File: src/rtl/fifo_rd_stream.sv
// fifo_rd_stream: turns a FIFO read port (one-cycle read latency) into a
// valid/ready stream through a 2-entry skid buffer, with flush and a beat
// counter.
// Optional feature: define RD_PARITY_EN to add out_parity, the XOR reduction of
// out_data. It is computed when a word is captured and stored with each entry.
module fifo_rd_stream #(
  parameter int unsigned Data_Width = 8,
  parameter int unsigned Cnt_Width  = 16
) (
  input  logic                  rd_clk,
  input  logic                  rd_rst,
  input  logic                  empty,
  input  logic [Data_Width-1:0] data_out,
  output logic                  rd_en,
  input  logic                  flush,
  output logic                  out_valid,
  input  logic                  out_ready,
  output logic [Data_Width-1:0] out_data,
  output logic [Cnt_Width-1:0]  beat_cnt,
`ifdef RD_PARITY_EN
  output logic                  out_parity,
`endif
  output logic                  busy
);

`ifdef RD_PARITY_EN
  localparam int unsigned EntWidth = Data_Width + 1;
`else
  localparam int unsigned EntWidth = Data_Width;
`endif

  typedef enum logic [1:0] {StIdle, StActive, StFlush} state_e;

  state_e               state_q, state_d;
  logic [1:0]           occ_q, occ_d;
  logic                 inflight_q;
  logic [EntWidth-1:0]  ent0_q, ent0_d;  // head
  logic [EntWidth-1:0]  ent1_q, ent1_d;
  logic [Cnt_Width-1:0] beat_cnt_q, beat_cnt_d;

  logic                pop;
  logic                capture;
  logic [2:0]          pending;
  logic [EntWidth-1:0] cap_word;

  assign pop     = out_valid && out_ready;
  // The word requested last cycle lands now; in FLUSH it is dropped.
  assign capture = inflight_q && (state_q != StFlush);

`ifdef RD_PARITY_EN
  assign cap_word   = {^data_out, data_out};
  assign out_parity = ent0_q[Data_Width];
`else
  assign cap_word   = data_out;
`endif

  // Words held plus words on the way, less the one leaving this cycle.
  assign pending = {1'b0, occ_q} + {2'b00, inflight_q} - {2'b00, pop};

  // Request a FIFO word only when a buffer slot is guaranteed for it.
  assign rd_en = !rd_rst && !empty && !flush && (state_q != StFlush) && (pending < 3'd2);

  assign out_valid = (occ_q != 2'd0) && (state_q != StFlush);
  assign out_data  = ent0_q[Data_Width-1:0];
  assign beat_cnt  = beat_cnt_q;
  assign busy      = (state_q != StIdle);

  // Buffer next state: shift out on pop, append on capture, clear on flush.
  always_comb begin
    ent0_d = ent0_q;
    ent1_d = ent1_q;
    occ_d  = occ_q;
    case ({pop, capture})
      2'b10: begin
        ent0_d = ent1_q;
        occ_d  = occ_q - 2'd1;
      end
      2'b01: begin
        if (occ_q == 2'd0) begin
          ent0_d = cap_word;
        end else begin
          ent1_d = cap_word;
        end
        occ_d = occ_q + 2'd1;
      end
      2'b11: begin
        // Occupancy is unchanged; the new word goes behind whatever remains.
        if (occ_q == 2'd1) begin
          ent0_d = cap_word;
        end else begin
          ent0_d = ent1_q;
          ent1_d = cap_word;
        end
      end
      default: ;
    endcase
    if (flush) begin
      occ_d = 2'd0;
    end
  end

  // Beat counter wraps naturally; a pop in a flush cycle still counts.
  always_comb begin
    beat_cnt_d = beat_cnt_q + Cnt_Width'(pop);
  end

  // State next state: flush overrides everything.
  always_comb begin
    state_d = state_q;
    if (flush) begin
      state_d = (rd_en || inflight_q) ? StFlush : StIdle;
    end else begin
      unique case (state_q)
        StIdle:   if (rd_en) state_d = StActive;
        StActive: if ((occ_q == 2'd0) && !inflight_q && !rd_en) state_d = StIdle;
        StFlush:  state_d = StIdle;
        default:  state_d = StIdle;
      endcase
    end
  end

  // Control registers with synchronous reset; reset drops in-flight words.
  always_ff @(posedge rd_clk) begin
    if (rd_rst) begin
      state_q    <= StIdle;
      occ_q      <= 2'd0;
      inflight_q <= 1'b0;
      beat_cnt_q <= '0;
    end else begin
      state_q    <= state_d;
      occ_q      <= occ_d;
      inflight_q <= rd_en;
      beat_cnt_q <= beat_cnt_d;
    end
  end

  // Buffer storage needs no reset; occupancy qualifies it.
  always_ff @(posedge rd_clk) begin
    ent0_q <= ent0_d;
    ent1_q <= ent1_d;
  end

endmodule

File: config.mk
export PLATFORM = sky130hd
export DESIGN_NAME = fifo_rd_stream
export DESIGN_NICKNAME = d
export VERILOG_FILES = /design/src/rtl/fifo_rd_stream.sv
export SDC_FILE = /design/constraint.sdc
export NUM_CORES = 1
export LEC_CHECK = 0
export BUFFER_PORTS_ARGS = -buffer_cell sky130_fd_sc_hd__buf_2
export CAP_MARGIN = 20
export CORE_MARGIN = 2
export CORE_UTILIZATION = 30
export DETAILED_ROUTE_END_ITERATION = 10
export SLEW_MARGIN = 25
export SYNTH_ARGS = -nofsm -noshare
export SYNTH_HDL_FRONTEND = slang
export SYNTH_SLANG_ARGS = --single-unit
File: constraint.sdc
create_clock -name rd_clk -period 8.1 [get_ports rd_clk]
set_input_delay 0.405 -clock rd_clk [delete_from_list [all_inputs] [get_ports rd_clk]]
set_output_delay 0.405 -clock rd_clk [all_outputs]
set_load 0.02 [all_outputs]
==> Flow_metrics.wiki, run 1 <==
{| class="wikitable"
! Metric !! Value
|-
| Via-to-Cell Ratio || 4.37
|-
| Ratio of cells with drive above 1 in the final layout || 0.297
|-
| Via count of the first global-routing pass || 1,144
|-
| Number of cell rows || 27
|-
| Clock transition at path regs || 0.07 ns
|-
| Maximum buffer depth of the clock tree || 2
|-
| Final instance count without filler cells || 264
|-
| Pre-Repair DR Iteration Count || 4
|-
| Half-perimeter wire length of the detailed placement result || 2.22 mm
|-
| Post-synthesis instance total || 147
|-
| Number of diodes added for antenna fixing || 0
|-
| Root Driver || sky130_fd_sc_hd__clkbuf_8
|-
| DRT antenna net count || 0
|-
| Register bit count reported by yosys || 37
|-
| Final critical-path share of the clock period || 0.428
|-
| Area overhead of the layout relative to synthesis || 23.3%
|-
| Routability congestion estimate from global placement || 0.760
|-
| Most used flip-flop cell after synthesis || sky130_fd_sc_hd__dfxtp_1
|-
| Die Footprint || 0.00617 mm^2
|-
| Number of pins with negative max-slew slack in the final report || 0
|-
| Largest family of logic cells by synthesized area || simple AND/OR/NAND/NOR gates
|-
| Minimum setup slack among reg-to-reg paths || 5.22 ns
|-
| Starting utilization of the core area || 0.306
|-
| Most frequent standard cell in the layout excluding fill and tap cells || sky130_fd_sc_hd__buf_2
|-
| Setup Slack @ Placement || 4.94 ns
|-
| Sort of element at the end of the critical path || output port
|-
| Sum of overflow across all layers after global routing || 0
|-
| RSZ-0062 raised after global routing || no
|-
| Inserted Clock Buffers || 5
|-
| Global-route wire length before repair || 5.19 mm
|-
| Die width || 78.5 um
|-
| Postcts setup bufs || 0
|-
| Syn_area_per_cell || 11.3 um^2
|-
| Cts hold-fix bufs || 0
|-
| Tot GR Track Use || 0.108
|-
| Final routed DRC violation total || 0
|-
| Cells resized by post-CTS repair || 0
|-
| Worst hold slack after final layout || 0.314 ns
|-
| Placed cell count || 256
|-
| Basic-gate share of the synthesized area counting and, or, nand and nor cells || 0.197
|-
| Final Instance Area || 0.00205 mm^2
|-
| Total power divided by cell area || 190 mW/mm^2
|-
| Total Power || 0.389 mW
|-
| H-Tree Depth || 2
|-
| End of the worst register-to-register path || state_q[0]$_SDFFE_PP0P_
|-
| Final wirelength || 2.99 mm
|-
| Number of nets at the end of the flow || 213
|-
| Post-synthesis instance area || 0.00167 mm^2
|-
| Path class of the lowest-slack min-delay path || input pin to register
|-
| DRC marker count from the first detailed-route iteration || 57
|-
| Final-report setup violation count || 0
|-
| Average routed wire per standard cell || 11.3 um
|-
| Largest voltage drop on the vdd net || 0.0734 mV
|-
| Setup crit end || rd_en
|-
| Async set-or-reset flop fraction in the synthesized netlist || 0
|-
| # Max-Cap Violations || 0
|-
| Top area cells in the synthesized netlist || sky130_fd_sc_hd__edfxtp_1, sky130_fd_sc_hd__dfxtp_1, sky130_fd_sc_hd__ha_1, sky130_fd_sc_hd__xnor2_1, sky130_fd_sc_hd__a22o_1
|-
| Data required time of the worst path || 7.70 ns
|-
| Maximum number of pins on one net before global-route repair || 26
|-
| Top library cells by usage in the layout, fill and taps aside || sky130_fd_sc_hd__buf_2, sky130_fd_sc_hd__dfxtp_1, sky130_fd_sc_hd__nor2_1
|-
| Die Height || 78.5 um
|-
| CTS tree || done
|-
| Number of different library cells in the post-synthesis netlist || 33
|-
| XOR/XNOR Fraction of Synth Area || 0.0631
|-
| Startpoint of the worst setup timing path || occ_q[1]$_SDFFE_PP0P_
|-
| # port buffers || 39
|-
| Post-synthesis adder-cell area fraction || 0.0721
|-
| Critical Path Fanout Max || 4
|-
| Net count after synthesis || 169
|-
| Yosys warnings || 0
|-
| Number of enable-type register cells in the synthesized netlist || 16
|-
| IO Count || 40
|-
| Max_slew headroom || 0.463
|-
| Maximum clock frequency || 289 MHz
|-
| CP Launch Type || register
|-
| Setup Skew || 0.0102 ns
|-
| Lkg Pwr || 0.852 nW
|-
| Total count of hold-check failures in the final report || 0
|-
| Area leader, netlist || sky130_fd_sc_hd__edfxtp_1
|-
| Final core utilization || 0.378
|-
| Cell count of the worst reg-to-reg path || 12
|-
| Synth Area in Compound Gates || 0.0676
|-
| Initial antenna violation count || 0
|-
| WS Path Type || register to output port
|-
| Number of vias after detailed routing || 1,154
|-
| Final worst-path setup slack || 4.63 ns
|-
| Standard cell core area || 0.00544 mm^2
|-
| Crit path time final || 3.47 ns
|-
| Total negative slack for setup checks || 0 ns
|-
| Status || complete, no violations
|-
| Clock insertion delay at the later pin of the skew report || 0.28 ns
|-
| Sequential share of the synthesized area || 0.541
|-
| Slew @ Worst Pin || 0.806 ns
|-
| Mux cell area share after synthesis || 0.0375
|-
| Worst R2R Start || occ_q[1]$_SDFFE_PP0P_
|-
| Crit path DAT || 3.06 ns
|-
| Synth top area share || 0.288
|-
| Post-place instance area || 0.00194 mm^2
|-
| Sink count of the clock tree || 37
|}
-- synthesized netlist by cell type, types with 3 or more instances --
master	number
sky130_fd_sc_hd__dfxtp_1	21
sky130_fd_sc_hd__nor2_1	18
sky130_fd_sc_hd__edfxtp_1	16
sky130_fd_sc_hd__xnor2_1	9
sky130_fd_sc_hd__a22o_1	8
sky130_fd_sc_hd__ha_1	8
sky130_fd_sc_hd__nand2_1	8
sky130_fd_sc_hd__inv_1	7
sky130_fd_sc_hd__nor2b_1	7
sky130_fd_sc_hd__nor3_1	6
sky130_fd_sc_hd__a21oi_1	4
sky130_fd_sc_hd__nand3_1	4
sky130_fd_sc_hd__nand3_2	4
sky130_fd_sc_hd__xor2_1	3
-- registers in the layout, summed over array words and instances (netlist names) --
register    flops
occ_q           2
out_data        8
beat_cnt       16
ent1_q          8
state_q         2
inflight_q      1
-- power breakdown --
group	switching (mW)	internal, mW
combinational	0.0192	0.0122
sequential	0.00181	0.201
clock	0.0646	0.0906
total	0.0856	0.304
-- area by class of cell --
class	count	area [um^2]
Tap cell	72	90.1
Multi-Input combinational cell	100	728
Inverter	8	30.0
Timing Repair Buffer	39	195
Clock inverter	3	41.3
Clock buffer	5	68.8
Fill cell	541	3380
Sequential cell	37	901
-- worst min-delay path by stage --
stage | from | end | slack, ns | cells after the start
after floorplan | state_q[1]$_SDFFE_PP0P_ | state_q[0]$_SDFFE_PP0P_ | 0.43 | 1
after global placement | state_q[1]$_SDFFE_PP0P_ | state_q[0]$_SDFFE_PP0P_ | 0.45 | 1
after detailed placement | state_q[1]$_SDFFE_PP0P_ | state_q[0]$_SDFFE_PP0P_ | 0.45 | 1
after CTS | data_out[7] | ent1_q[7]$_DFFE_PP_ | 0.30 | 1
after global routing | data_out[4] | ent1_q[4]$_DFFE_PP_ | 0.30 | 1
final | data_out[7] | ent1_q[7]$_DFFE_PP_ | 0.31 | 1
-- kinds of logic (layout without fill, tap and decap cells) --
| group | after synthesis | after routing |
|---|---|---|
| simple gates | 58 | 58 |
| flops | 37 | 37 |
| compound gates | 16 | 16 |
| xor+xnor | 12 | 12 |
| buf+inv | 10 | 55 |
| fa+ha+maj | 9 | 9 |
| mux | 5 | 5 |
-- worst max-delay path: stages (launching register included) --
cell and delay (ns):
sky130_fd_sc_hd__dfxtp_1 0.41, sky130_fd_sc_hd__inv_1 0.09, sky130_fd_sc_hd__ha_1 0.23, sky130_fd_sc_hd__nor2_1 0.16, sky130_fd_sc_hd__nand2_1 0.11, sky130_fd_sc_hd__inv_1 0.12
sky130_fd_sc_hd__ha_1 0.23, sky130_fd_sc_hd__nand2b_1 0.15, sky130_fd_sc_hd__fa_1 0.48, sky130_fd_sc_hd__or4b_4 0.46, sky130_fd_sc_hd__nor3_2 0.14, sky130_fd_sc_hd__buf_2 0.19
-- per-layer routing --
metal,vias to the layer above,track usage,wire (um),part of all wire
li1,597,-,-,-
met1,522,0.135,1420,0.47
met2,31,0.170,1380,0.46
met3,4,0.0287,144,0.048
met4,0,0.0526,46,0.015
met5,-,0,0,0
No activity file was read; power rests on OpenSTA's default activity.
==> inputs of run 2 (changes only) <==
ABC_AREA = 1   (was not set)
clock period = 3.1 ns   (was 8.1 ns; I/O delays follow)
==> run 2 against run 1 <==
Net effect: sequential cell count stayed put; sequential share of layout area is 3.7 points lower; non-clock buffer count is 3 higher; clock-buffer cell count stayed put; register-to-register slack worse by 4.7 ns; die area is 8.8% higher; wire length is 25% higher; critical path depth is 2 higher; final area is 9.3% higher; hold slack worse by 0.25 ns; worst setup slack worse by 4.5 ns.
==> Flow_metrics.wiki, run 2 <==
{| class="wikitable"
! Metric !! Value
|-
| Status || complete, no violations (unchanged)
|-
| Number of vias after detailed routing || 1,482 (was 1,154)
|-
| Standard cell core area || 0.00589 mm^2 (was 0.00544 mm^2)
|-
| DRC marker count from the first detailed-route iteration || 57 (unchanged)
|-
| Post-synthesis instance total || 220 (was 147)
|-
| Crit path DAT || 2.76 ns (was 3.06 ns)
|-
| Met3 routing resource usage after global routing || 0.0352 (was 0.0287)
|-
| Worst hold slack after final layout || 0.0611 ns (was 0.314 ns)
|-
| H-Tree Depth || 2 (unchanged)
|-
| Inserted Clock Buffers || 5 (unchanged)
|-
| Final-report setup violation count || 0 (unchanged)
|-
| Routability congestion estimate from global placement || 0.793 (was 0.760)
|-
| # Max-Cap Violations || 0 (unchanged)
|-
| Via count of the first global-routing pass || 1,277 (was 1,144)
|-
| Max reg flops || 16 (unchanged)
|-
| Sequential share of the synthesized area || 0.495 (was 0.541)
|-
| CTS tree || done (unchanged)
|-
| Sum of overflow across all layers after global routing || 0 (unchanged)
|-
| Largest voltage drop on the vdd net || 0.154 mV (was 0.0734 mV)
|-
| XOR/XNOR Fraction of Synth Area || 0.0192 (was 0.0631)
|-
| Lkg Pwr || 1.04 nW (was 0.852 nW)
|-
| Cts hold-fix bufs || 0 (unchanged)
|-
| Pre-Repair DR Iteration Count || 4 (unchanged)
|-
| Number of different library cells in the post-synthesis netlist || 25 (was 33)
|-
| Top-count cell post-synth || sky130_fd_sc_hd__inv_1 (was sky130_fd_sc_hd__dfxtp_1)
|-
| Most frequent standard cell in the layout excluding fill and tap cells || sky130_fd_sc_hd__inv_1 (was sky130_fd_sc_hd__buf_2)
|-
| Maximum clock frequency || 343 MHz
|-
| Die width || 81.9 um (was 78.5 um)
|-
| Sort of element at the end of the critical path || output port (unchanged)
|-
| Largest family of logic cells by synthesized area || simple AND/OR/NAND/NOR gates (unchanged)
|-
| Top area cells in the synthesized netlist || sky130_fd_sc_hd__edfxtp_1, sky130_fd_sc_hd__dfxtp_1, sky130_fd_sc_hd__inv_1, sky130_fd_sc_hd__nand2_1, sky130_fd_sc_hd__ha_1 (was sky130_fd_sc_hd__edfxtp_1, sky130_fd_sc_hd__dfxtp_1, sky130_fd_sc_hd__ha_1, sky130_fd_sc_hd__xnor2_1, sky130_fd_sc_hd__a22o_1)
|-
| Synth top area share || 0.264 (was 0.288)
|-
| Net count after synthesis || 242 (was 169)
|-
| Starting utilization of the core area || 0.309 (was 0.306)
|-
| Setup Skew || 0.00696 ns (was 0.0102 ns)
|-
| Final worst-path setup slack || 0.183 ns (was 4.63 ns)
|-
| Mux cell area share after synthesis || 0 (was 0.0375)
|-
| Top library cells by usage in the layout, fill and taps aside || sky130_fd_sc_hd__inv_1, sky130_fd_sc_hd__nand2_1, sky130_fd_sc_hd__buf_2 (was sky130_fd_sc_hd__buf_2, sky130_fd_sc_hd__dfxtp_1, sky130_fd_sc_hd__nor2_1)
|-
| Clock insertion delay at the later pin of the skew report || 0.28 ns (about the same)
|-
| Number of enable-type register cells in the synthesized netlist || 16 (unchanged)
|-
| Number of cell rows || 28 (was 27)
|-
| Register bit count reported by yosys || 37 (unchanged)
|-
| Tot GR Track Use || 0.119 (was 0.108)
|-
| Max_slew headroom || 0.623 (was 0.463)
|-
| Most used flip-flop cell after synthesis || sky130_fd_sc_hd__dfxtp_1 (unchanged)
|-
| WS Path Type || register to output port (unchanged)
|-
| Number of diodes added for antenna fixing || 0 (unchanged)
|-
| Async set-or-reset flop fraction in the synthesized netlist || 0 (unchanged)
|-
| Setup Slack @ Placement || 0.347 ns (was 4.94 ns)
|-
| Slew @ Worst Pin || 0.566 ns (was 0.806 ns)
|-
| Busiest grt layer || met2 (unchanged)
|-
| Ratio of cells with drive above 1 in the final layout || 0.234 (was 0.297)
|-
| Data required time of the worst path || 2.94 ns (was 7.70 ns)
|-
| Crit path time final || 2.92 ns
|-
| Final Instance Area || 0.00224 mm^2 (was 0.00205 mm^2)
|-
| Average routed wire per standard cell || 10.9 um (was 11.3 um)
|-
| Total count of hold-check failures in the final report || 0 (unchanged)
|-
| Yosys warnings || 0 (unchanged)
|-
| Syn_area_per_cell || 8.27 um^2 (was 11.3 um^2)
|-
| Number of pins with negative max-slew slack in the final report || 0 (unchanged)
|-
| Post-synthesis adder-cell area fraction || 0.0660 (was 0.0721)
|-
| # port buffers || 39 (unchanged)
|-
| Final critical-path share of the clock period || 0.941
|-
| Sink count of the clock tree || 37 (unchanged)
|-
| Synth Area in Compound Gates || 0.0825 (was 0.0676)
|-
| Maximum buffer depth of the clock tree || 2 (unchanged)
|-
| Global-route wire length before repair || 5.87 mm (was 5.19 mm)
|-
| Half-perimeter wire length of the detailed placement result || 2.91 mm (was 2.22 mm)
|-
| Post-place instance area || 0.00212 mm^2 (was 0.00194 mm^2)
|-
| Area of the multi-input gates || 741 um^2 (was 728 um^2)
|-
| Most numerous cell types in the synthesized netlist || sky130_fd_sc_hd__inv_1, sky130_fd_sc_hd__nand2_1, sky130_fd_sc_hd__dfxtp_1 (was sky130_fd_sc_hd__dfxtp_1, sky130_fd_sc_hd__nor2_1, sky130_fd_sc_hd__edfxtp_1)
|-
| Die Height || 81.9 um (was 78.5 um)
|-
| Grt met1 use || 0.156 (was 0.135)
|-
| Die Footprint || 0.00671 mm^2 (was 0.00617 mm^2)
|-
| Routing usage on met2 || 0.176 (was 0.170)
|-
| Post-synthesis instance area || 0.00182 mm^2 (was 0.00167 mm^2)
|-
| IO Count || 40 (unchanged)
|-
| Fill cell total of the finished layout || 631 (was 541)
|-
| Total Power || 1.02 mW (was 0.389 mW)
|-
| Area leader, netlist || sky130_fd_sc_hd__edfxtp_1 (unchanged)
|-
| Basic-gate share of the synthesized area counting and, or, nand and nor cells || 0.236 (was 0.197)
|-
| CP Launch Type || register (unchanged)
|-
| Initial antenna violation count || 0 (unchanged)
|-
| Final routed DRC violation total || 0 (unchanged)
|-
| Total power divided by cell area || 452 mW/mm^2 (was 190 mW/mm^2)
|-
| Final wirelength || 3.74 mm (was 2.99 mm)
|-
| Maximum number of pins on one net before global-route repair || 15 (was 26)
|-
| Number of nets at the end of the flow || 290 (was 213)
|-
| Sequential Area || 902 um^2 (was 901 um^2)
|-
| Path class of the lowest-slack min-delay path || input pin to register (unchanged)
|-
| Clock transition at path regs || 0.07 ns (about the same)
|-
| Critical Path Fanout Max || 3 (was 4)
|-
| Area overhead of the layout relative to synthesis || 23.3% (about the same)
|-
| Via-to-Cell Ratio || 4.31 (was 4.37)
|-
| Root Driver || sky130_fd_sc_hd__clkbuf_8 (unchanged)
|-
| DRT antenna net count || 0 (unchanged)
|}
run 2: cell count changes in the layout (fill, tap and decap cells not counted), moves of 4 or more:
cell and delta:
sky130_fd_sc_hd__inv_1 +40, sky130_fd_sc_hd__nand2_1 +32, sky130_fd_sc_hd__nand3_1 +11, sky130_fd_sc_hd__o21ai_0 +11, sky130_fd_sc_hd__a21oi_1 +10, sky130_fd_sc_hd__a22o_1 -8
sky130_fd_sc_hd__nor2b_1 -7, sky130_fd_sc_hd__nand2_2 +5, sky130_fd_sc_hd__xnor2_1 -5, sky130_fd_sc_hd__nor3_1 -4
run 2: kinds of logic after synthesis:
family                   Yosys count
buffers and inverters             49
AO/OA/AOI/OAI                     29
flip-flops                        37
adder cells (fa/ha/maj)            9
AND/OR/NAND/NOR                   92
XOR/XNOR                           4
run 2: per-layer routing:
metal  vias to the layer above  routed length, um
li1                        790                  -
met1                       665               1800
met2                        25               1760
met3                         2                138
met4                         0                 42
met5                         -                  0
run 2: worst max-delay path, stage by stage, from the launching register on:
cell	delay (ns)
sky130_fd_sc_hd__dfxtp_1	0.37
sky130_fd_sc_hd__inv_1	0.07
sky130_fd_sc_hd__ha_1	0.22
sky130_fd_sc_hd__nor2_2	0.13
sky130_fd_sc_hd__nand2_2	0.09
sky130_fd_sc_hd__inv_1	0.10
sky130_fd_sc_hd__ha_1	0.23
sky130_fd_sc_hd__or2_2	0.30
sky130_fd_sc_hd__fa_1	0.49
sky130_fd_sc_hd__inv_1	0.04
sky130_fd_sc_hd__nor2_1	0.07
sky130_fd_sc_hd__nand4_1	0.15
sky130_fd_sc_hd__inv_1	0.08
sky130_fd_sc_hd__buf_2	0.15
run 2: area by class of cell:
cell class	count	area share
clock inverter	3	0.0184
clock buffer	5	0.0307
sequential	37	0.402
timing repair buffer	42	0.0970
inverter	48	0.0803
tap	75	0.0418
multi-input combinational	134	0.330
run 2: what timing repair did:
item / 4_1_cts / 5_1_grt
endpoints found under the setup margin: 0 / 1
gates resized for setup: 0 / 3
buffers inserted: 0 / 1
run 2: final timing paths:
path,startpoint,endpoint,slack [ns],depth (start not counted)
worst min-delay path,data_out[4],ent1_q[4]$_DFFE_PP_,0.06,1
worst max register to register,occ_q[0]$_SDFFE_PP0P_,state_q[0]$_SDFFE_PP0P_,0.51,13
worst min register to register,beat_cnt[15]$_SDFF_PP0_,beat_cnt[15]$_SDFF_PP0_,0.48,2
worst max-delay path,occ_q[0]$_SDFFE_PP0P_,rd_en,0.18,13
run 2: power breakdown:
group / leakage, nW / switching (mW) / internal [mW]
clock network: 0.0518 / 0.171 / 0.237
registers: 0.316 / 0.00378 / 0.520
logic: 0.671 / 0.0541 / 0.0301
run 2: through the flow:
stage / setup TNS [ns] / std cells / utilization
CTS: 0 / 343 / 0.379
global route: -0.0365 / 344 / 0.381
finish: 0 / 344 / 0.381
global placement: 0 / 335 / 0.360
floorplan: 0 / 220 / -
detailed placement: 0 / 335 / 0.360
==> inputs of run 3 (changes only) <==
PLACE_DENSITY = 0.55   (was not set)
==> run 3 against run 2 <==
Net effect: critical path depth did not move; critical endpoint unchanged; non-clock buffer count rose by 1; clock-buffer cell count did not move; clock skew fell by 0.0012 ns; largest power group unchanged.
==> Flow_metrics.wiki, run 3 (synthesis gave the netlist of run 2 again) <==
{| class="wikitable"
! Metric !! Value
|-
| Routability congestion estimate from global placement || 0.796 (was 0.793)
|-
| End of the worst register-to-register path || state_q[0]$_SDFFE_PP0P_ (unchanged)
|-
| Clock transition at path regs || 0.08 ns (was 0.07 ns)
|-
| DRT antenna net count || 0 (unchanged)
|-
| Average routed wire per standard cell || 10.7 um (was 10.9 um)
|-
| Maximum number of pins on one net before global-route repair || 15 (unchanged)
|-
| Maximum cell stage delay along the critical path || 0.48 ns (was 0.49 ns)
|-
| Most frequent standard cell in the layout excluding fill and tap cells || sky130_fd_sc_hd__inv_1 (unchanged)
|-
| Half-perimeter wire length of the detailed placement result || 2.81 mm (was 2.91 mm)
|-
| Via-to-Cell Ratio || 4.25 (was 4.31)
|-
| Sum of overflow across all layers after global routing || 0 (unchanged)
|-
| Final instance count without filler cells || 345 (was 344)
|-
| Most frequent CP cell || sky130_fd_sc_hd__inv_1 (unchanged)
|-
| Routing usage on met2 || 0.185 (was 0.176)
|-
| Max reg flops || 16 (unchanged)
|-
| IO Count || 40 (unchanged)
|-
| Number of vias after detailed routing || 1,465 (was 1,482)
|-
| Grt met1 use || 0.159 (was 0.156)
|-
| Met3 routing resource usage after global routing || 0.0264 (was 0.0352)
|-
| Maximum clock frequency || 342 MHz (was 343 MHz)
|-
| Final-report setup violation count || 0 (unchanged)
|-
| Setup crit end || rd_en (unchanged)
|-
| Startpoint of the worst setup timing path || occ_q[0]$_SDFFE_PP0P_ (unchanged)
|-
| Via count of the first global-routing pass || 1,350 (was 1,277)
|-
| Number of cell rows || 28 (unchanged)
|-
| Setup Skew || 0.00578 ns (was 0.00696 ns)
|-
| Minimum setup slack among reg-to-reg paths || 0.52 ns (was 0.51 ns)
|-
| Max_slew headroom || 0.630 (was 0.623)
|-
| H-Tree Depth || 2 (unchanged)
|-
| Largest delay share family, worst path || adder cells (unchanged)
|-
| Ratio of cells with drive above 1 in the final layout || 0.244 (was 0.234)
|-
| Cts hold-fix bufs || 0 (unchanged)
|-
| Final core utilization || 0.387 (was 0.381)
|-
| Slew @ Worst Pin || 0.555 ns (was 0.566 ns)
|-
| WS Path Type || register to output port (unchanged)
|-
| Final routed DRC violation total || 0 (unchanged)
|-
| Sink count of the clock tree || 37 (unchanged)
|-
| Final wirelength || 3.69 mm (was 3.74 mm)
|-
| Starting utilization of the core area || 0.309 (unchanged)
|-
| Total count of hold-check failures in the final report || 0 (unchanged)
|-
| Top library cells by usage in the layout, fill and taps aside || sky130_fd_sc_hd__inv_1, sky130_fd_sc_hd__nand2_1, sky130_fd_sc_hd__buf_2 (unchanged)
|-
| Critical Path Fanout Max || 4 (was 3)
|-
| Die width || 81.9 um (unchanged)
|-
| Inserted Clock Buffers || 5 (unchanged)
|-
| Number of diodes added for antenna fixing || 0 (unchanged)
|-
| Sort of element at the end of the critical path || output port (unchanged)
|-
| Worst R2R Start || occ_q[0]$_SDFFE_PP0P_ (unchanged)
|-
| Tot GR Track Use || 0.118 (was 0.119)
|-
| Crit-path slowest cell || sky130_fd_sc_hd__fa_1 (unchanged)
|-
| Initial antenna violation count || 0 (unchanged)
|-
| # Max-Cap Violations || 0 (unchanged)
|-
| # port buffers || 39 (unchanged)
|-
| Maximum buffer depth of the clock tree || 2 (unchanged)
|-
| Number of pins with negative max-slew slack in the final report || 0 (unchanged)
|-
| Pre-Repair DR Iteration Count || 4 (unchanged)
|-
| DRC marker count from the first detailed-route iteration || 46 (was 57)
|-
| Lkg Pwr || 1.06 nW (was 1.04 nW)
|-
| Placed cell count || 335 (unchanged)
|-
| Fill cell total of the finished layout || 623 (was 631)
|-
| Area overhead of the layout relative to synthesis || 25.2% (was 23.3%)
|-
| CTS tree || done (unchanged)
|-
| Data required time of the worst path || 2.94 ns (about the same)
|-
| Status || complete, no violations (unchanged)
|-
| Crit path time final || 2.92 ns (about the same)
|-
| Die Footprint || 0.00671 mm^2 (unchanged)
|-
| Crit path DAT || 2.77 ns (was 2.76 ns)
|-
| Largest voltage drop on the vdd net || 0.205 mV (was 0.154 mV)
|-
| Path class of the lowest-slack min-delay path || input pin to register (unchanged)
|-
| Clock insertion delay at the later pin of the skew report || 0.29 ns (was 0.28 ns)
|-
| Busiest grt layer || met2 (unchanged)
|-
| CP Launch Type || register (unchanged)
|-
| Standard cell core area || 0.00589 mm^2 (unchanged)
|-
| Die Height || 81.9 um (unchanged)
|-
| Buffers & Inverters on Critical Path || 5 (unchanged)
|-
| Total power divided by cell area || 491 mW/mm^2 (was 452 mW/mm^2)
|-
| Cell chain of the critical path || inv_1 -> ha_1 -> nor2_2 -> nand2_2 -> inv_2 -> ha_1 -> or2_2 -> fa_1 -> inv_1 -> nor2_1 -> nand4_1 -> inv_1 -> buf_2 (was inv_1 -> ha_1 -> nor2_2 -> nand2_2 -> inv_1 -> ha_1 -> or2_2 -> fa_1 -> inv_1 -> nor2_1 -> nand4_1 -> inv_1 -> buf_2)
|-
| Total Power || 1.12 mW (was 1.02 mW)
|-
| Cell count of the worst reg-to-reg path || 13 (unchanged)
|-
| Final critical-path share of the clock period || 0.943 (was 0.941)
|-
| Global-route wire length before repair || 6.09 mm (was 5.87 mm)
|-
| Cell depth of the worst setup path || 13 (unchanged)
|-
| Root Driver || sky130_fd_sc_hd__clkbuf_8 (unchanged)
|-
| Number of nets at the end of the flow || 291 (was 290)
|}
==> run 3: changes by cell type in the layout (fill, tap and decap cells not counted) <==
cell and change:
sky130_fd_sc_hd__buf_4 +1, sky130_fd_sc_hd__clkinvlp_4 -1, sky130_fd_sc_hd__inv_1 -1, sky130_fd_sc_hd__bufinv_16 +1, sky130_fd_sc_hd__inv_6 +1, sky130_fd_sc_hd__inv_2 +1
sky130_fd_sc_hd__clkinv_1 -1
==> run 3: layout make-up <==
type | count | area (um^2) | area share
Clock buffer | 5 | 68.8 | 0.0302
Clock inverter | 3 | 68.8 | 0.0302
Inverter | 48 | 180 | 0.0790
Multi-Input combinational cell | 134 | 741 | 0.325
Sequential cell | 37 | 902 | 0.396
Tap cell | 75 | 93.8 | 0.0412
Timing Repair Buffer | 43 | 225 | 0.0988
==> run 3: worst min-delay path by stage <==
| stage | startpoint | to | slack [ns] | cells past startpoint |
|---|---|---|---|---|
| 4_1_cts | data_out[1] | ent1_q[1]$_DFFE_PP_ | 0.04 | 1 |
| 3_3_place_gp | data_out[7] | ent1_q[7]$_DFFE_PP_ | 0.35 | 1 |
| 3_5_place_dp | data_out[0] | ent1_q[0]$_DFFE_PP_ | 0.35 | 1 |
| 2_1_floorplan | rd_rst | beat_cnt[10]$_SDFF_PP0_ | 0.22 | 1 |
| 6_report | data_out[1] | ent1_q[1]$_DFFE_PP_ | 0.05 | 1 |
| 5_1_grt | data_out[2] | ent1_q[2]$_DFFE_PP_ | 0.04 | 1 |
==> run 3: metal layers <==
| layer | vias up | wire (um) |
|---|---|---|
| met5 | - | 0 |
| li1 | 789 | - |
| met1 | 647 | 1840 |
| met2 | 24 | 1660 |
| met4 | 0 | 63 |
| met3 | 5 | 121 |
==> run 3: repair_timing <==
item	4_1_cts	5_1_grt
setup buffers	0	2
gates resized for setup	0	4
setup endpoints to repair	0	1
==> run 3: per-stage QoR <==
stage / instance area, um^2 / setup slack, ns / setup TNS [ns] / hold WS, ns
2_1_floorplan: 1820 / 0.283 / 0 / 0.225
3_3_place_gp: 2120 / 0.415 / 0 / 0.348
3_5_place_dp: 2120 / 0.387 / 0 / 0.350
4_1_cts: 2260 / 0.0630 / 0 / 0.0375
5_1_grt: 2280 / -0.0242 / -0.0242 / 0.0406
6_report: 2280 / 0.177 / 0 / 0.0473
==> run 3: power by group <==
part           switching, mW  internal (mW)  leakage (nW)
Clock                  0.188          0.324        0.0687
Sequential           0.00395          0.520         0.316
Combinational         0.0532         0.0310         0.671
Total                  0.246          0.875          1.06
